### src/rtl/wb_stage_if.sv
// ============================================================================
//  Module      : wb_stage_if
//  Description : Upstream, data-memory response and register-file write
//                signals of the writeback stage.
//  Revision    : 1.0  initial release
// ============================================================================
`default_nettype none

interface wb_stage_if;
    logic        in_valid;
    logic        in_ready;
    logic [4:0]  in_rd;
    logic        in_reg_we;
    logic        in_is_load;
    logic [2:0]  in_funct3;
    logic [31:0] in_result;
    logic        mem_rvalid;
    logic [31:0] mem_rdata;
    logic        rf_we;
    logic [4:0]  rf_wa;
    logic [31:0] rf_wdata;

    // Stage side: consumes upstream and memory, drives the register file.
    modport slave (
        input  in_valid, in_rd, in_reg_we, in_is_load, in_funct3, in_result,
        input  mem_rvalid, mem_rdata,
        output in_ready, rf_we, rf_wa, rf_wdata
    );

    modport master (
        output in_valid, in_rd, in_reg_we, in_is_load, in_funct3, in_result,
        output mem_rvalid, mem_rdata,
        input  in_ready, rf_we, rf_wa, rf_wdata
    );
endinterface

`default_nettype wire

### src/rtl/wb_stage.sv
// ============================================================================
//  Module      : wb_stage
//  Description : RV32I writeback stage: load alignment/extension, register-file
//                write port and retired-instruction counter.
//  Revision    : 1.0  initial release
// ============================================================================
`default_nettype none

module wb_stage #(
    parameter int CNT_W = 32
) (
    input  wire logic             clk,
    input  wire logic             reset,
    wb_stage_if.slave             bus,
    output logic                  retire_o,
    output logic                  load_err_o,
    output logic                  busy_o,
    output logic [CNT_W-1:0]      instret_o
);

    typedef enum logic [1:0] {
        S_IDLE      = 2'd0,
        S_WRITE     = 2'd1,
        S_LOAD_WAIT = 2'd2
    } state_e;

    state_e state_q, state_d;

    logic             accept;
    logic             ld_done;
    logic             ld_err_new;
    logic [31:0]      ld_ext;
    logic [31:0]      byte_shift;
    logic [7:0]       ld_byte;
    logic [15:0]      ld_half;

    // Pending-load context
    logic [4:0]       ld_rd_q;
    logic             ld_reg_we_q;
    logic [2:0]       ld_funct3_q;
    logic [1:0]       ld_off_q;
    logic             ld_err_q;

    // Writeback registers; rf_wa/rf_wdata keep their value outside WRITE
    logic             we_q;
    logic             err_q;
    logic [4:0]       wa_q;
    logic [31:0]      wdata_q;
    logic [CNT_W-1:0] instret_q;

    always_ff @(posedge clk) begin
        if (reset) begin
            state_q <= S_IDLE;
        end else begin
            state_q <= state_d;
        end
    end

    always_comb begin
        state_d      = state_q;
        bus.in_ready = (state_q != S_LOAD_WAIT);
        accept       = bus.in_valid && bus.in_ready;
        ld_done      = (state_q == S_LOAD_WAIT) && bus.mem_rvalid;
        retire_o     = (state_q == S_WRITE);
        load_err_o   = (state_q == S_WRITE) && err_q;
        bus.rf_we    = (state_q == S_WRITE) && we_q;
        busy_o       = (state_q != S_IDLE);
        case (state_q)
            S_IDLE, S_WRITE: begin
                if (accept) begin
                    state_d = bus.in_is_load ? S_LOAD_WAIT : S_WRITE;
                end else begin
                    state_d = S_IDLE;
                end
            end
            S_LOAD_WAIT: begin
                if (bus.mem_rvalid) begin
                    state_d = S_WRITE;
                end
            end
            default: state_d = S_IDLE;
        endcase
    end

    // Misalignment and illegal funct3 are judged at accept; the load still waits.
    always_comb begin
        ld_err_new = 1'b0;
        case (bus.in_funct3)
            3'b000, 3'b100: ld_err_new = 1'b0;
            3'b001, 3'b101: ld_err_new = bus.in_result[0];
            3'b010:         ld_err_new = (bus.in_result[1:0] != 2'b00);
            default:        ld_err_new = 1'b1;
        endcase
    end

    always_comb begin
        byte_shift = bus.mem_rdata >> {ld_off_q, 3'b000};
        ld_byte    = byte_shift[7:0];
        ld_half    = ld_off_q[1] ? bus.mem_rdata[31:16] : bus.mem_rdata[15:0];
        ld_ext     = 32'd0;
        case (ld_funct3_q)
            3'b000:  ld_ext = {{24{ld_byte[7]}}, ld_byte};
            3'b001:  ld_ext = {{16{ld_half[15]}}, ld_half};
            3'b010:  ld_ext = bus.mem_rdata;
            3'b100:  ld_ext = {24'd0, ld_byte};
            3'b101:  ld_ext = {16'd0, ld_half};
            default: ld_ext = 32'd0;
        endcase
    end

    always_ff @(posedge clk) begin
        if (reset) begin
            ld_rd_q     <= 5'd0;
            ld_reg_we_q <= 1'b0;
            ld_funct3_q <= 3'd0;
            ld_off_q    <= 2'd0;
            ld_err_q    <= 1'b0;
            we_q        <= 1'b0;
            err_q       <= 1'b0;
            wa_q        <= 5'd0;
            wdata_q     <= 32'd0;
        end else if (accept && bus.in_is_load) begin
            ld_rd_q     <= bus.in_rd;
            ld_reg_we_q <= bus.in_reg_we;
            ld_funct3_q <= bus.in_funct3;
            ld_off_q    <= bus.in_result[1:0];
            ld_err_q    <= ld_err_new;
        end else if (accept) begin
            we_q        <= bus.in_reg_we && (bus.in_rd != 5'd0);
            err_q       <= 1'b0;
            wa_q        <= bus.in_rd;
            wdata_q     <= bus.in_result;
        end else if (ld_done) begin
            we_q        <= ld_reg_we_q && (ld_rd_q != 5'd0) && !ld_err_q;
            err_q       <= ld_err_q;
            wa_q        <= ld_rd_q;
            wdata_q     <= ld_err_q ? 32'd0 : ld_ext;
        end
    end

    always_ff @(posedge clk) begin
        if (reset) begin
            instret_q <= '0;
        end else if (state_q == S_WRITE) begin
            instret_q <= instret_q + 1'b1;
        end
    end

    assign bus.rf_wa    = wa_q;
    assign bus.rf_wdata = wdata_q;
    assign instret_o    = instret_q;

endmodule

`default_nettype wire

### src/flat_wrapper.sv
// flat-port wrapper written by rule: the top's interface ports become plain ports
module wb_stage_flat 
#(
    parameter int CNT_W = 32
)
  (clk, reset, retire_o, load_err_o, busy_o, instret_o, bus_in_valid, bus_in_rd, bus_in_reg_we, bus_in_is_load, bus_in_funct3, bus_in_result, bus_mem_rvalid, bus_mem_rdata, bus_in_ready, bus_rf_we, bus_rf_wa, bus_rf_wdata);
  wb_stage_if bus_i ();
  input  wire logic clk;
  input  wire logic reset;
  output logic retire_o;
  output logic load_err_o;
  output logic busy_o;
  output logic [CNT_W-1:0] instret_o;
  input wire logic [$bits(bus_i.in_valid)-1:0] bus_in_valid;
  input wire logic [$bits(bus_i.in_rd)-1:0] bus_in_rd;
  input wire logic [$bits(bus_i.in_reg_we)-1:0] bus_in_reg_we;
  input wire logic [$bits(bus_i.in_is_load)-1:0] bus_in_is_load;
  input wire logic [$bits(bus_i.in_funct3)-1:0] bus_in_funct3;
  input wire logic [$bits(bus_i.in_result)-1:0] bus_in_result;
  input wire logic [$bits(bus_i.mem_rvalid)-1:0] bus_mem_rvalid;
  input wire logic [$bits(bus_i.mem_rdata)-1:0] bus_mem_rdata;
  output wire logic [$bits(bus_i.in_ready)-1:0] bus_in_ready;
  output wire logic [$bits(bus_i.rf_we)-1:0] bus_rf_we;
  output wire logic [$bits(bus_i.rf_wa)-1:0] bus_rf_wa;
  output wire logic [$bits(bus_i.rf_wdata)-1:0] bus_rf_wdata;
  assign bus_i.in_valid = bus_in_valid;
  assign bus_i.in_rd = bus_in_rd;
  assign bus_i.in_reg_we = bus_in_reg_we;
  assign bus_i.in_is_load = bus_in_is_load;
  assign bus_i.in_funct3 = bus_in_funct3;
  assign bus_i.in_result = bus_in_result;
  assign bus_i.mem_rvalid = bus_mem_rvalid;
  assign bus_i.mem_rdata = bus_mem_rdata;
  assign bus_in_ready = bus_i.in_ready;
  assign bus_rf_we = bus_i.rf_we;
  assign bus_rf_wa = bus_i.rf_wa;
  assign bus_rf_wdata = bus_i.rf_wdata;
  wb_stage #(.CNT_W(CNT_W)) u_core (.clk(clk), .reset(reset), .bus(bus_i), .retire_o(retire_o), .load_err_o(load_err_o), .busy_o(busy_o), .instret_o(instret_o));
endmodule
### config.mk
export PLATFORM = sky130hd
export DESIGN_NAME = wb_stage_flat
export DESIGN_NICKNAME = d
export VERILOG_FILES = /design/src/rtl/wb_stage_if.sv /design/src/rtl/wb_stage.sv /design/src/flat_wrapper.sv
export SDC_FILE = /design/constraint.sdc
export NUM_CORES = 1
export LEC_CHECK = 0
export CAP_MARGIN = 20
export CORE_ASPECT_RATIO = 1.1
export CORE_UTILIZATION = 39
export DETAILED_ROUTE_END_ITERATION = 7
export PLACE_DENSITY = 0.67
export SYNTH_ARGS = -nofsm -noshare
export SYNTH_HDL_FRONTEND = slang
export SYNTH_SLANG_ARGS = --single-unit
### constraint.sdc
create_clock -name clk -period 2.1 [get_ports clk]
set_clock_uncertainty 0.05 [all_clocks]
set_input_delay 0.525 -clock clk [delete_from_list [all_inputs] [get_ports clk]]
set_output_delay 0.525 -clock clk [all_outputs]
set_load 0.02 [all_outputs]
==> Word level (Yosys, flattened, before mapping) <==
Index checks and enable logic that the tools add are counted.
{ "word_totals": {"ff_bits": 85, "latch_bits": 0, "ram_bits": 0, "rom_bits": 0, "out_inout_bits": 74, "n_memories": 0} }
{ "op_classes": {"n_addsub": 1, "mul": 0, "div": 0, "n_lt_le_gt_ge": 0, "n_eq_ne": 12, "n_shift": 1, "mux": 16, "bitwise_logic": 1, "n_reduce_logical": 21} }
{ "ops": {"columns": ["operator", "count"], "rows": [
  ["case mux 32 bit (5 select lines)", 1],
  ["2-to-1 mux 32 bit", 3],
  ["adder 32 x 1 -> 32 bit, second input constant", 1],
  ["right shift 32 x 5 -> 8 bit", 1],
  ["2-to-1 mux 16 bit", 1],
  ["== test 3 bit, second input constant", 4],
  ["2-to-1 mux 5 bit", 2],
  ["nonzero test 5 bit", 2],
  ["logical AND 1 bit", 8],
  ["== test 3 x 1 -> 1 bit, second input constant", 2],
  ["== test 3 x 2 -> 1 bit, second input constant", 2],
  ["logical NOT 3 bit", 2],
  ["2-to-1 mux 2 bit", 3],
  ["nonzero test 2 bit", 3],
  ["OR reduction 2 bit", 3],
  ["2-to-1 mux 1 bit", 4],
  ["!= test 2 bit, second input constant", 2],
  ["case mux 2 bit (2 select lines)", 1],
  ["case mux 1 bit (3 select lines)", 1],
  ["== test 2 x 1 -> 1 bit, second input constant", 1],
  ["== test 2 bit, second input constant", 1],
  ["logical NOT 2 bit", 1],
  ["AND reduction 2 bit", 1],
  ["logical NOT 1 bit", 1],
  ["NOT 1 bit", 1]
]} }

==> Logic depth before layout (Yosys ltp) <==
Gate-level depths: netlist of run 1.
{ "logic_depth": {"depth_word": 5, "depth_mapped": 8} }

==> Worst setup path after synthesis of run 1 <==
Ideal clock, no wire load.
{ "synth_timing": {"kind": "in2reg", "startpoint": "in bus_mem_rdata[31]", "endpoint": "reg u_core.wdata_q[26] (netlist: u_core.bus.rf_wdata[26])", "setup_ns": 0.141, "t_arrival_ns": 1.610, "required_ns": 1.909, "setup_slack_ns": 0.300, "path_stages": 6, "path_buffers": 1, "cell_sequence": "mux2_1 a22oi_2 o22ai_2 buf_4 o21ai_2 a211oi_2"} }
{ "synth_between": {"elab_chain_cells": 5, "elab_cells_between_ends": 6, "classes_between": "1 x shift; 5 x mux"} }
{ "synth_lines": {"columns": ["element", "line", "source"], "rows": [
  ["start, declared", "flat_wrapper.sv:21", "input wire logic [$bits(bus_i.mem_rdata)-1:0] bus_mem_rdata;"],
  ["right shift 32 x 5 -> 8 bit / 2-to-1 mux 16 bit (equally long branches)", "wb_stage.sv:97, wb_stage.sv:99", null],
  ["case mux 32 bit (5 select lines) *", "wb_stage.sv:101", "case (ld_funct3_q)"],
  ["2-to-1 mux 32 bit *", "wb_stage.sv:137", "wdata_q <= ld_err_q ? 32'd0 : ld_ext;"],
  ["2-to-1 mux 32 bit *", "wb_stage.sv:133", "end else if (ld_done) begin"],
  ["2-to-1 mux 32 bit *", "wb_stage.sv:128", "end else if (accept) begin"],
  ["end signal, assigned", "wb_stage.sv:132", "wdata_q <= bus.in_result;"],
  ["end signal, assigned", "wb_stage.sv:137", null],
  ["end, declared", "wb_stage.sv:48", "logic [31:0] wdata_q;"]
]} }
Mark *: on every way between the ends. The rest lies on a longest branch, timed or not. The select of a mux whose other input is x is not followed.
A chain may end at the register's enable or synchronous reset.

==> Final worst setup path of run 1 <==
{ "layout_timing": {"startpoint": "reg u_core.instret_q[19] (netlist: u_core.instret_o[19])", "endpoint": "out instret_o[19]"} }
{ "layout_lines": {"columns": ["element", "line", "source"], "rows": [
  ["start, declared", "wb_stage.sv:49", "logic [CNT_W-1:0] instret_q;"],
  ["start signal, assigned", "wb_stage.sv:145", "instret_q <= instret_q + 1'b1;"],
  ["end, declared", "flat_wrapper.sv:13", "output logic [CNT_W-1:0] instret_o;"]
]} }
No word-level cell between the ends.

==> load_flow_metrics.sql, run 1 <==
INSERT INTO impl_metrics (metric_group, metric, value, unit) VALUES
('die', 'floorplan.die_area', '0.01195', 'mm^2'),
('final_layout', 'drive_above_1_share', '14.56', '%'),
('yosys', 'syn-num-nets', '592', ''),
('clocking', 'cts-htree-levels', '3', ''),
('global_route', 'antenna_found_initial', '0', ''),
('critical_path', 'critPathSlowestCell', 'clkdlybuf4s50_1', ''),
('place', 'io_buffers', '151', ''),
('sta', 'setup_ws', '77.41', 'ps'),
('critical_path', 'setup.reg_to_reg.worst_slack', '250', 'ps'),
('power_and_ir_drop', 'clockPowerShare', '34.9', '%'),
('final_layout', 'layout_utilization', '59.63', '%'),
('final_layout', 'postLayoutCellArea', '0.006595', 'mm^2'),
('yosys', 'synth.avg_cell_area', '8.756', 'um^2'),
('clocking', 'cts.sinks', '85', ''),
('critical_path', 'startpoint_types', 'flip-flop', ''),
('die', 'die_h', '114.6', 'um'),
('yosys', 'yosys_register_bits', '85', ''),
('drt', 'dr.first_iter.drc_count', '170', ''),
('critical_path', 'critical_path_maximum_fanout', '6', ''),
('drt', 'postRouteWirelength', '13690', 'um'),
('power_and_ir_drop', 'power_density', '620.0', 'mW/mm^2'),
('outcome', 'status', 'finished, final reports clean', ''),
('die', 'start_util', '40.61', '%'),
('critical_path', 'required', '1520', 'ps'),
('clocking', 'cts_hold_repair.buffers', '0', ''),
('clocking', 'worst_skew_pair.late_latency', '340', 'ps'),
('drt', 'drt_drc_violations_left', '0', ''),
('yosys', 'post_synth_num_cell_types', '66', ''),
('die', 'std_cell_rows', '40', ''),
('clocking', 'clock_pin_slew_reported_for_the_worst_setup_and_hold_paths_after_clock_tree_synthesis', '60', 'ps'),
('drt', 'post_drt_wl_per_cell', '16.56', 'um'),
('critical_path', 'timing.critical_path.arrival', '1450', 'ps'),
('power_and_ir_drop', 'power_switching', '1149', 'uW'),
('sta', 'report.final.slew_viol_count', '0', ''),
('clocking', 'clock_tree.root_cell', 'clkbuf_16', ''),
('power_and_ir_drop', 'leakage', '0.002470', 'uW'),
('clocking', 'tritoncts_clock_tree', 'yes', ''),
('sta', 'timing.fmax', '494.4', 'MHz'),
('global_route', 'grt_pass1_wl', '21970', 'um'),
('yosys', 'post_synth_main_area_contributors', 'dfxtp_1, nor2_1, xor2_1, a21oi_1, nand2_1', ''),
('power_and_ir_drop', 'power_report.internal_total', '2940', 'uW'),
('die', 'fp.dieW', '104.3', 'um'),
('final_layout', 'area_growth_syn_to_layout', '46.82', '%'),
('die', 'ios', '152', ''),
('yosys', 'number_of_enable_flip_flop_cells_after_synthesis', '0', ''),
('place', 'postPlaceCellArea', '0.006337', 'mm^2'),
('die', 'floorplan.core_area', '0.01106', 'mm^2'),
('hold_path', 'hold_path_class', 'flip-flop to flip-flop', ''),
('hold_path', 'min_path_cells', '2', ''),
('sta', 'finalHoldViolations', '0', ''),
('critical_path', 'cp_cell_sequence', 'clkdlybuf4s50_1', ''),
('drt', 'routed_via_density', '5.356', ''),
('sta', 'post-route-period-util', '96.31', '%'),
('yosys', 'postSynth.asyncResetShare', '0', '%'),
('power_and_ir_drop', 'sequential_fraction_of_design_power', '42.5', '%'),
('critical_path', 'logic_depth_of_the_worst_register_to_register_path', '5', ''),
('critical_path', 'crit_buf_inv', '1', ''),
('global_route', 'grtUsageTotal', '23.11', '%'),
('global_route', 'grt_pass1_vias', '4315', ''),
('run', 'max-cap-violations', '0', ''),
('sta', 'rsz0062_at_grt', 'false', ''),
('final_layout', 'num_antenna_cells', '0', ''),
('yosys', 'mapped_cell_area', '0.004492', 'mm^2'),
('clocking', 'cts_buffers', '9', ''),
('yosys', 'number_of_instances_in_the_synthesized_netlist', '513', ''),
('yosys', 'yosys_warnings', '0', ''),
('sta', 'finalSetupTns', '0', 'ps'),
('critical_path', 'worst_r2r_startpoint', 'u_core.ld_off_q[0]$_SDFFE_PP0N_', ''),
('place', 'dpl.hpwl', '10200', 'um'),
('yosys', 'synth-seq-area-share', '37.88', '%'),
('power_and_ir_drop', 'ir_drop', '0.4075', 'mV');
[state kept, by name (all words and copies together) (netlist names)]
name and cells:
u_core.bus.rf_wdata 32, u_core.instret_o 32, u_core.bus.rf_wa 5, u_core.ld_rd_q 5
u_core.ld_funct3_q 3, u_core.ld_off_q 2, u_core.state_q 2, u_core.err_q 1
u_core.ld_err_q 1, u_core.ld_reg_we_q 1, u_core.we_q 1
[how the worst max path moves through the flow]
stage / startpoint / to / slack, ps / depth (start not counted)
5_1_grt: bus_mem_rdata[31] / u_core.bus.rf_wdata[13]$_SDFFE_PP0P_ / 20 / 7
4_1_cts: u_core.state_q[1]$_SDFFE_PP0P_ / load_err_o / 60 / 3
3_3_place_gp: bus_mem_rdata[23] / u_core.bus.rf_wdata[10]$_SDFFE_PP0P_ / -170 / 7
6_report: u_core.instret_o[19]$_SDFFE_PP0P_ / instret_o[19] / 80 / 1
2_1_floorplan: bus_mem_rdata[31] / u_core.bus.rf_wdata[26]$_SDFFE_PP0P_ / 300 / 6
3_5_place_dp: bus_mem_rdata[23] / u_core.bus.rf_wdata[9]$_SDFFE_PP0P_ / -220 / 7
[metal layers]
| metal | wire length (um) | up-vias | GRT usage, % |
|---|---|---|---|
| met4 | 343 | 0 | 10.86 |
| met2 | 6523 | 152 | 38.54 |
| met5 | 0 | - | 0 |
| met1 | 5805 | 2080 | 27.68 |
| met3 | 1021 | 25 | 6.261 |
| li1 | - | 2172 | - |
[synthesized netlist by cell type, types with 11 or more instances]
cell type   n
nor2_1     75
dfxtp_1    85
a21oi_1    30
clkbuf_1   13
nand3_1    26
nand2_1    37
nand4_1    11
a211oi_1   12
and2_1     18
buf_2      13
xor2_1     23
[tightest hold or removal path: cells and delay by family (launching register included)]
| kind | cells | cell delay [ps] |
|---|---|---|
| flops | 1 | 310 |
| compound gates | 1 | 60 |
| simple gates | 1 | 60 |
[repair_timing]
item / in CTS / in global routing
buffers inserted: 0 / 0
setup endpoints to repair: 5 / 1
resized for setup: 6 / 1
endpoints found under the hold margin: 0 / 0
[area by class of cell]
class	count	area, um^2
inverters	5	21.27
clock inverters	4	27.53
repair buffers	187	1833
fillers	976	4466
well taps	147	183.9
clock buffers	10	229.0
flip-flops and latches	85	1703
multi-input cells	389	2597
[power by group through the flow]
stage | Sequential, uW | Combinational (uW) | Clock, uW
finish | 1740 | 923 | 1430
detailed placement | 1770 | 923 | 0
global route | 1750 | 989 | 1520
global placement | 1770 | 916 | 0
floorplan | 1830 | 415 | 0
CTS | 1740 | 925 | 1460
[kinds of logic after synthesis]
logic type	Yosys count	synth area share (%)
simple gates	214	26.10
compound gates	124	20.45
flops	85	37.88
buf+inv	39	4.429
xor+xnor	31	6.045
mux	19	4.819
fa+ha+maj	1	0.2785
[metrics by stage]
stage	hold WS (ps)	cells
floorplan	380.6	513
global placement	386.9	813
detailed placement	395.0	813
CTS	429.6	827
global route	443.3	827
finish	422.8	827
Note: power is estimated with default switching activity, not from simulation.
==> run 2: changes to the inputs <==
--- a/config.mk
+++ b/config.mk
@@ -7,9 +7,10 @@
 export LEC_CHECK = 0
 export CAP_MARGIN = 20
 export CORE_ASPECT_RATIO = 1.1
-export CORE_UTILIZATION = 39
+export CORE_UTILIZATION = 46
 export DETAILED_ROUTE_END_ITERATION = 7
-export PLACE_DENSITY = 0.67
+export HOLD_SLACK_MARGIN = 0.05
+export PLACE_DENSITY = 0.78
 export SYNTH_ARGS = -nofsm -noshare
 export SYNTH_HDL_FRONTEND = slang
 export SYNTH_SLANG_ARGS = --single-unit
==> load_flow_metrics.sql, run 2 (synthesized netlist as in run 1, its figures left out) <==
INSERT INTO impl_metrics (metric_group, metric, value, unit) VALUES
('critical_path', 'worst_r2r_startpoint', 'u_core.state_q[0]$_SDFFE_PP0P_', ''),
('sta', 'report.final.setup_viol', '0', ''),
('drt', 'drt_first_pass_iters', '6', ''),
('sta', 'worst_margin_pin_slew', '542.4', 'ps'),
('final_layout', 'commonest_cells_after_routing_fill_and_taps_aside', 'clkdlybuf4s50_1, dfxtp_1, nor2_1, nand2_1, buf_4', ''),
('drt', 'via_count', '4402', ''),
('run', 'max-cap-violations', '0', ''),
('critical_path', 'required', '1520', 'ps'),
('critical_path', 'crit_buf_inv', '2', ''),
('final_layout', 'num_antenna_cells', '0', ''),
('sta', 'finalHoldViolations', '0', ''),
('critical_path', 'critical_path_maximum_fanout', '7', ''),
('critical_path', 'timing.critical_path.arrival', '1460', 'ps'),
('critical_path', 'worst_setup_path_startpoint', 'u_core.state_q[1]$_SDFFE_PP0P_', ''),
('place', 'routabilityCongestion', '0.8771', ''),
('critical_path', 'logic_depth_of_the_worst_register_to_register_path', '8', ''),
('clocking', 'cts_max_path_buffers', '2', ''),
('die', 'std_cell_rows', '37', ''),
('sta', 'tmin_final', '2036', 'ps'),
('critical_path', 'critPathMaxStageDelay', '370', 'ps'),
('sta', 'worst_rel_slew_slack', '63.76', '%'),
('critical_path', 'path_depth', '3', ''),
('sta', 'post-route-period-util', '96.93', '%'),
('drt', 'routed_via_density', '5.516', ''),
('die', 'fp.dieW', '96.22', 'um'),
('die', 'floorplan.die_area', '0.01016', 'mm^2'),
('drt', 'post_drt_wl_per_cell', '16.69', 'um'),
('sta', 'report.final.slew_viol_count', '0', ''),
('critical_path', 'reg2reg_to', 'u_core.bus.rf_wdata[18]$_SDFFE_PP0P_', ''),
('place', 'io_buffers', '151', ''),
('critical_path', 'crit_type', 'flip-flop to output pin', ''),
('clocking', 'cts_buffers', '9', ''),
('final_layout', 'nNetsFinal', '755', ''),
('hold_path', 'hold_path_class', 'flip-flop to flip-flop', ''),
('global_route', 'grtUsageTotal', '26.89', '%'),
('final_layout', 'area_growth_syn_to_layout', '43.43', '%'),
('drt', 'dr.first_iter.drc_count', '255', ''),
('die', 'floorplan.core_area', '0.009444', 'mm^2'),
('sta', 'rsz0062_at_grt', 'false', ''),
('hold_path', 'min_path_cells', '2', ''),
('final_layout', 'drive_above_1_share', '14.83', '%'),
('clocking', 'cts.sinks', '85', ''),
('drt', 'drt_drc_violations_left', '0', ''),
('power_and_ir_drop', 'leakage', '0.002432', 'uW'),
('drt', 'postRouteWirelength', '13320', 'um'),
('global_route', 'antenna_found_initial', '0', ''),
('critical_path', 'endpoint_kind', 'output pin', ''),
('outcome', 'status', 'finished, final reports clean', ''),
('clocking', 'worst_skew_pair.late_latency', '360', 'ps'),
('clocking', 'cts_post_setup_buffers_inserted', '0', ''),
('die', 'ios', '152', ''),
('place', 'dpl.hpwl', '9961', 'um'),
('global_route', 'grt_start_max_net_pins', '86', ''),
('critical_path', 'cp_cell_sequence', 'and2b_1 -> buf_4 -> clkdlybuf4s15_1', ''),
('global_route', 'grt_pass1_vias', '4387', ''),
('drt', 'detail-route-antenna-nets', '0', ''),
('critical_path', 'kind_of_cell_adding_the_most_delay_to_the_critical_path', 'buffers and inverters', ''),
('global_route', 'globalRoute.totalOverflow', '0', ''),
('clocking', 'tritoncts_clock_tree', 'yes', ''),
('die', 'start_util', '47.56', '%'),
('critical_path', 'worst_setup_path_endpoint', 'retire_o', ''),
('power_and_ir_drop', 'power_density', '574.7', 'mW/mm^2'),
('critical_path', 'setup.reg_to_reg.worst_slack', '260', 'ps'),
('critical_path', 'critPathSlowestCell', 'dfxtp_4', ''),
('global_route', 'grt_pass1_wl', '21310', 'um'),
('clocking', 'cts_hold_repair.buffers', '0', ''),
('clocking', 'clock_pin_slew_reported_for_the_worst_setup_and_hold_paths_after_clock_tree_synthesis', '90', 'ps'),
('critical_path', 'startpoint_types', 'flip-flop', ''),
('final_layout', 'mostFrequentLayoutCell', 'clkdlybuf4s50_1', ''),
('clocking', 'clock_tree.root_cell', 'clkbuf_8', ''),
('die', 'die_h', '105.6', 'um'),
('sta', 'timing.fmax', '491.3', 'MHz'),
('power_and_ir_drop', 'ir_drop', '0.3381', 'mV'),
('sta', 'holdWs', '404.3', 'ps'),
('sta', 'finalSetupTns', '0', 'ps'),
('clocking', 'cts-htree-levels', '3', '');
## run 2: metal layers
metal | share of wire (%) | global-route usage [%]
met5 | 0 | 0
met4 | 3.6 | 13.54
met3 | 8.8 | 7.215
met2 | 47 | 43.97
met1 | 41 | 31.78
## run 2: metrics by stage
step | worst slack (ps) | util [%] | area (um^2) | instances | power [uW]
global route | 4.797 | 68.22 | 6442 | 798 | 3872
global placement | -134.7 | 66.36 | 6267 | 782 | 2662
detailed placement | -163.1 | 66.36 | 6267 | 782 | 2678
finish | 64.40 | 68.22 | 6442 | 798 | 3702
CTS | 4.247 | 68.19 | 6440 | 798 | 3730
floorplan | 299.6 | - | 4492 | 513 | 2246
## run 2: how the worst min path moves through the flow
| stage | end | startpoint | slack (ps) |
|---|---|---|---|
| floorplan | u_core.ld_reg_we_q$_SDFFE_PP0N_ | u_core.ld_reg_we_q$_SDFFE_PP0N_ | 380 |
| global placement | u_core.ld_reg_we_q$_SDFFE_PP0N_ | u_core.ld_reg_we_q$_SDFFE_PP0N_ | 390 |
| detailed placement | u_core.ld_reg_we_q$_SDFFE_PP0N_ | u_core.ld_reg_we_q$_SDFFE_PP0N_ | 390 |
| CTS | u_core.ld_reg_we_q$_SDFFE_PP0N_ | u_core.ld_reg_we_q$_SDFFE_PP0N_ | 410 |
| global route | u_core.ld_reg_we_q$_SDFFE_PP0N_ | u_core.ld_reg_we_q$_SDFFE_PP0N_ | 440 |
| finish | u_core.ld_reg_we_q$_SDFFE_PP0N_ | u_core.ld_reg_we_q$_SDFFE_PP0N_ | 400 |
## run 2: layout make-up
cell class              instances  area (um^2)
clock inverters                 6        38.79
well taps                     117        146.4
inverters                       5        21.27
flip-flops and latches         85         1705
clock buffers                  10        137.6
repair buffers                186         1802
fillers                       766         3002
multi-input cells             389         2591
## run 2: worst reg2reg max path: stages, from the launching register on
cell and delay [ps]:
dfxtp_1 350, buf_4 150, nor2b_4 160, inv_4 80, and2_4 240, nor3_4 170, buf_12 170, o21ai_0 150
a211oi_1 240
## run 2: what timing repair did
item / CTS / global route
gates resized for setup: 7 / 5
pin swaps: 0 / 0
endpoints found under the setup margin: 5 / 3
hold endpoints to repair: 0 / 0
## run 2: power breakdown
group	total (uW)	internal [uW]	leakage [uW]	switching (uW)
Sequential	1730	1680	0.000693	50.1
Clock	1060	458	0.0000880	604
Combinational	907	456	0.00165	452
Total	3700	2600	0.00243	1110
